<file path="src/rtl/spi_arbiter_pkg.sv">
// Shared definitions for the SPI arbiter: FSM state encoding and timeout sizing.
// Latency: n/a (types and constants only).
// Backpressure: n/a.
package spi_arbiter_pkg;

    // Width of the per-phase watchdog counter and its default limit.
    localparam int TIMEOUT_W       = 16;
    localparam int TIMEOUT_DEFAULT = 65535;

    typedef enum logic [1:0] {
        IDLE  = 2'd0,
        START = 2'd1,
        XFER  = 2'd2,
        DONE  = 2'd3
    } state_t;

endpackage

</file>
<file path="src/rtl/spi_arbiter.sv">
// Round-robin arbiter sharing one spi_master between NREQ requesters.
// Latency: gnt 1 cycle after req sampled in IDLE; done 1 cycle after spi_ss returns high.
// Backpressure: waits in IDLE while spi_ss is low; each phase aborts after TIMEOUT cycles.
//
// Ports:
//   clk, rst              system clock, synchronous active-high reset
//   req / tx_data         per-requester level request and byte to send
//   gnt / done            one-hot grant (grant..done) and one-cycle completion pulse
//   rx_data / timeout_err received byte (held until next done) and abort flag
//   spi_start / spi_tx    start level and byte towards spi_master
//   spi_rx / spi_ss       received byte and active-low busy from spi_master
module spi_arbiter
    import spi_arbiter_pkg::*;
#(
    parameter int NREQ    = 4,
    parameter int TIMEOUT = TIMEOUT_DEFAULT
) (
    input  logic                clk,
    input  logic                rst,
    input  logic [NREQ-1:0]     req,
    input  logic [8*NREQ-1:0]   tx_data,
    output logic [NREQ-1:0]     gnt,
    output logic [NREQ-1:0]     done,
    output logic [7:0]          rx_data,
    output logic                timeout_err,
    output logic                spi_start,
    output logic [7:0]          spi_tx,
    input  logic [7:0]          spi_rx,
    input  logic                spi_ss
);

    localparam int IW = (NREQ > 1) ? $clog2(NREQ) : 1;
    localparam logic [TIMEOUT_W-1:0] CNT_LAST = TIMEOUT_W'(TIMEOUT - 1);
    localparam logic [NREQ-1:0]      ONE      = NREQ'(1);
    localparam logic [IW-1:0]        LAST_IDX = IW'(NREQ - 1);

    state_t               state;
    logic [IW-1:0]        ptr;
    logic [IW-1:0]        win;
    logic [TIMEOUT_W-1:0] cnt;
    logic [IW-1:0]        pick;
    logic [7:0]           pick_byte;
    logic                 cnt_hit;

    // First set request at or after p, wrapping modulo NREQ.
    function automatic logic [IW-1:0] rr_pick(input logic [NREQ-1:0] r,
                                              input logic [IW-1:0]   p);
        logic [IW-1:0] sel;
        logic          found;
        int            idx;
        sel   = p;
        found = 1'b0;
        for (int i = 0; i < NREQ; i++) begin
            idx = (int'(p) + i) % NREQ;
            if (!found && r[idx]) begin
                sel   = IW'(idx);
                found = 1'b1;
            end
        end
        return sel;
    endfunction

    always_comb begin
        pick      = rr_pick(req, ptr);
        pick_byte = tx_data[8*int'(pick) +: 8];
        cnt_hit   = (cnt == CNT_LAST);
    end

    always_ff @(posedge clk) begin
        if (rst) begin
            state       <= IDLE;
            ptr         <= '0;
            win         <= '0;
            cnt         <= '0;
            gnt         <= '0;
            done        <= '0;
            rx_data     <= 8'h00;
            timeout_err <= 1'b0;
            spi_start   <= 1'b0;
            spi_tx      <= 8'h00;
        end else begin
            case (state)
                IDLE: begin
                    // A low spi_ss means the master is still busy (e.g. after a
                    // reset mid-transfer), so no new grant until it is released.
                    if (|req && spi_ss) begin
                        state     <= START;
                        win       <= pick;
                        gnt       <= ONE << pick;
                        spi_tx    <= pick_byte;
                        cnt       <= '0;
                        spi_start <= 1'b1;
                    end
                end
                START: begin
                    if (!spi_ss) begin
                        state     <= XFER;
                        spi_start <= 1'b0;
                        cnt       <= '0;
                    end else if (cnt_hit) begin
                        state       <= DONE;
                        spi_start   <= 1'b0;
                        done        <= gnt;
                        timeout_err <= 1'b1;
                        rx_data     <= 8'h00;
                    end else begin
                        cnt <= cnt + 1'b1;
                    end
                end
                XFER: begin
                    if (spi_ss) begin
                        state   <= DONE;
                        done    <= gnt;
                        rx_data <= spi_rx;
                    end else if (cnt_hit) begin
                        state       <= DONE;
                        done        <= gnt;
                        timeout_err <= 1'b1;
                        rx_data     <= 8'h00;
                    end else begin
                        cnt <= cnt + 1'b1;
                    end
                end
                DONE: begin
                    // The DONE+IDLE pair guarantees two spi_start-low cycles
                    // between consecutive transfers.
                    state       <= IDLE;
                    done        <= '0;
                    gnt         <= '0;
                    timeout_err <= 1'b0;
                    ptr         <= (win == LAST_IDX) ? '0 : win + 1'b1;
                end
                default: state <= IDLE;
            endcase
        end
    end

endmodule

</file>
<file path="config.mk">
export PLATFORM = sky130hd
export DESIGN_NAME = spi_arbiter
export DESIGN_NICKNAME = d
export VERILOG_FILES = /design/src/rtl/spi_arbiter_pkg.sv /design/src/rtl/spi_arbiter.sv
export SDC_FILE = /design/constraint.sdc
export NUM_CORES = 1
export LEC_CHECK = 0
export ABC_AREA = 0
export CORE_UTILIZATION = 47
export DETAILED_ROUTE_END_ITERATION = 10
export PLACE_DENSITY = 0.8
export SLEW_MARGIN = 25
export SYNTH_ARGS = -nofsm -noshare
export SYNTH_HDL_FRONTEND = slang
export SYNTH_SLANG_ARGS = --single-unit
</file>
<file path="constraint.sdc">
create_clock -name clk -period 2.6 [get_ports clk]
set_input_delay 0.52 -clock clk [delete_from_list [all_inputs] [get_ports clk]]
set_output_delay 0.52 -clock clk [all_outputs]
set_load 0.05 [all_outputs]
</file>
==> implementation parameters, run 1 <==
Parameter                              Value

Placement
  Dpl cells ... 406
  PortBufs ... between 70 and 80
  Worst slack after detailed placement ... -0.00127 ns
  Sum of net half-perimeters after detailed placement ... between 4 and 5 mm
  Placer Congestion ... about 0.8

Logic synthesis
  Synthesized area per cell ... ~9.5 um^2
  Synthesis Warnings ... 0
  Synthesized flop and latch total ... 48
  Post-synthesis instance area ... roughly 2500 um^2
  Number of enable flip-flop cells after synthesis ... 0
  Synth Flop Type ... sky130_fd_sc_hd__dfxtp_1
  Number of distinct library cell variants in the gate-level netlist after synthesis ... 52
  Total nets after synthesis ... roughly 320
  Fraction of registers with async set/reset ... 0
  Register area share after synthesis ... 0.387
  Gate count after technology mapping ... roughly 260

GRT
  Number of antenna violations at the first check in global routing ... 0
  Overall track demand over capacity in global routing ... 0.233
  First-pass GRT wire length ... 9.96 mm
  Maximum number of pins on one net before global-route repair ... 22
  Total gr overflow ... 0
  Number of global-route vias before repair ... about 2200

Layout
  Final Net Count ... just under 400
  Post-route insts no fill ... 413
  Footprint of the multi-input gates ... 1440 um^2
  Most common library cell in the layout ignoring fill and taps ... sky130_fd_sc_hd__clkdlybuf4s50_1
  Layout cell share with drive strength beyond 1 ... 0.146
  Post-layout utilization of the core ... 0.680
  Area grow syn2layout ... 39.9%
  Top library cells by usage in the layout, fill and taps aside ... 72 x sky130_fd_sc_hd__clkdlybuf4s50_1, 48 x sky130_fd_sc_hd__dfxtp_1, 22 x sky130_fd_sc_hd__nor2_1
  Number of inserted filler cells in the final layout ... between 400 and 500
  Count of inserted antenna diode cells ... 0
  Seq. cell area ... 961 um^2

Clock tree
  Root buffer cell ... sky130_fd_sc_hd__clkbuf_8
  Buffers inserted during post-CTS setup optimization ... 0
  Maximum level of the CTS H-tree ... 2
  Clock transition at path regs ... 0.08 ns
  Cts-stage hold buffer count ... 0
  Clock sink count ... 48
  Total of cells resized after clock tree synthesis ... 0
  Worst skew pair latency ... approximately 0.3 ns
  TritonCTS Buffers ... 5
  Buffer levels on the longest clock path ... 2
  TritonCTS clock tree ... yes

Power and ir drop
  Lkg Pwr ... 1.25 nW
  Post-layout power ... 0.00223 W
  VDD IR max ... between 0.4 and 0.5 mV
  Pwr Density ... approximately 640 nW/um^2

Route
  Total via count in the routed design ... 2299
  Remaining design rule violation count ... 0
  Ratio of routed vias to standard cells ... 5.57
  Antenna-violating nets left ... 0
  Number of optimization iterations in the first detailed-route pass ... 4
  Routed length per placed instance ... ~15 um
  Detailed router's first-iteration violation count ... roughly 110
  Post-detailed-routing wire length ... ~6.1 mm

Worst setup path
  Largest driver fanout on the critical path ... 8
  Arrival time of data at the critical path endpoint ... 2.53 ns
  Crit path cell chain ... clkdlybuf4s50_1 > o41ai_2 > buf_4 > a2111oi_4 > nand3_2 > or4_1 > a21oi_1
  Req. time, crit path ... 2.83 ns
  Buffers plus inverters on the worst setup path ... 2
  Startpoint type of the worst setup path ... input pin
  Crit path max-delay cell type ... sky130_fd_sc_hd__clkdlybuf4s50_1
  WS Path Type ... input pin to flop
  Highest cell delay on the worst timing path ... between 0.5 and 0.6 ns
  CP delay by family, top ... buffers and inverters
  Critical Path End Type ... flop

Floorplan
  Die Footprint ... approximately 5600 um^2
  Width of the chip ... 74.7 um
  Placeable core region ... 5110 um^2
  Row count ... 26
  IO Pins ... 73
  Initial cell density of the core ... 0.486
  DIE HEIGHT ... roughly 75 um

STA
  Final setup violating endpoints ... 0
  Slew Viols, Final ... 0
  Final worst slack ... between 0.3 and 0.4 ns
  Tightest Pin Transition ... 0.754 ns
  Final worst-path cycle share ... 0.883
  Setup repair after global routing missed its margin ... no
  Headroom to the max-slew limit ... 0.496
  Achievable frequency ... around 440 MHz
  Worst Skew ... just over 0.008 ns
  Post-layout min period ... roughly 2.3 ns
  Number of hold violations in the final report ... 0

Status
  Result of the run ... finished, final reports clean

Run
  Max cap viols ... 0

Worst hold path
  Class of the tightest hold or removal check ... flop to flop
[per-stage QoR]
step	area, um^2	TNS [ns]	hold WS [ns]
floorplan	2480	0	0.440
global placement	3350	0	0.448
detailed placement	3350	-0.00127	0.455
CTS	3470	0	0.467
global route	3470	0	0.509
finish	3470	0	0.465
[routing by layer]
metal,track usage,wire length [um]
met1,0.278,2720
met2,0.419,3090
met3,0.0428,205
met4,0.0797,74
met5,0,0
[worst min-delay path, cell delays in order (launching register included)]
cell and delay (ns):
sky130_fd_sc_hd__dfxtp_1 0.32, sky130_fd_sc_hd__nand2_1 0.05, sky130_fd_sc_hd__a21oi_1 0.05
[worst paths after layout]
path / start / to / slack (ns) / depth (start not counted)
worst min register to register: win[1] / win[1] / 0.46 / 2
worst max-delay path: req[3] / cnt[13] / 0.31 / 7
worst max register to register: state[0] / gnt[0] / 0.50 / 7
worst min-delay path: win[1] / win[1] / 0.46 / 2
[power breakdown]
group | switching (W) | total, W | internal, W
clock network | 0.000244 | 0.000622 | 0.000378
registers | 0.0000480 | 0.000845 | 0.000797
logic | 0.000437 | 0.000760 | 0.000323
[state kept, by name, indices dropped and copies added, names as in the netlist]
name and cells:
gnt 4, win 2, spi_tx 8, rx_data 8, spi_start 1, timeout_err 1, state 2, cnt 16
done 4, ptr 2
[cell usage after synthesis (2+ instances only)]
library cell | number | area share
sky130_fd_sc_hd__inv_1 | 7 | 0.011
sky130_fd_sc_hd__nand2_1 | 18 | 0.027
sky130_fd_sc_hd__o21bai_1 | 2 | 0.0060
sky130_fd_sc_hd__ha_1 | 8 | 0.040
sky130_fd_sc_hd__nor2_1 | 22 | 0.033
sky130_fd_sc_hd__nor3b_1 | 8 | 0.024
sky130_fd_sc_hd__a21oi_1 | 18 | 0.036
sky130_fd_sc_hd__o31ai_1 | 3 | 0.0091
sky130_fd_sc_hd__a211oi_1 | 3 | 0.0091
sky130_fd_sc_hd__mux2_2 | 15 | 0.068
sky130_fd_sc_hd__nor2b_1 | 2 | 0.0050
sky130_fd_sc_hd__o21ai_0 | 10 | 0.020
sky130_fd_sc_hd__or3_1 | 6 | 0.015
sky130_fd_sc_hd__a221o_1 | 8 | 0.032
sky130_fd_sc_hd__a22o_1 | 8 | 0.028
sky130_fd_sc_hd__nand3b_1 | 4 | 0.012
sky130_fd_sc_hd__xor2_1 | 6 | 0.021
sky130_fd_sc_hd__and3_1 | 3 | 0.0076
sky130_fd_sc_hd__nand3_1 | 7 | 0.014
sky130_fd_sc_hd__clkbuf_1 | 6 | 0.0091
sky130_fd_sc_hd__buf_6 | 2 | 0.0091
sky130_fd_sc_hd__or4_1 | 4 | 0.012
sky130_fd_sc_hd__dfxtp_1 | 48 | 0.39
sky130_fd_sc_hd__nand4b_1 | 2 | 0.0071
sky130_fd_sc_hd__a21oi_2 | 3 | 0.011
sky130_fd_sc_hd__mux2i_1 | 6 | 0.024
sky130_fd_sc_hd__nand2b_1 | 3 | 0.0076
sky130_fd_sc_hd__nand4_1 | 6 | 0.015
[cells by family after synthesis]
kind of cell	after synthesis	synth area share
xor gates and xnor gates	7	0.0247
AOI/OAI and AO/OA	66	0.206
buffers and inverters	18	0.0353
DFF	48	0.387
muxes	22	0.0967
adders and majority gates	8	0.0403
and+or+nand+nor	93	0.210
[cell type report]
cell class,count,share of cell area
multi-input cells,196,0.414
flip-flops and latches,48,0.277
inverters,7,0.00756
well taps,70,0.0252
clock inverters,2,0.0173
clock buffers,5,0.0198
repair buffers,85,0.239
(Power assumes the default switching activity.)
==> inputs of run 2 (changes only) <==
--- a/config.mk
+++ b/config.mk
@@ -6,6 +6,7 @@
 export NUM_CORES = 1
 export LEC_CHECK = 0
 export ABC_AREA = 0
+export ABC_CLOCK_PERIOD_IN_PS = 2600
 export CORE_UTILIZATION = 47
 export DETAILED_ROUTE_END_ITERATION = 10
 export PLACE_DENSITY = 0.8
==> results of run 2 <==
No change in the layout: final DEF, timing and power equal those of run 1.
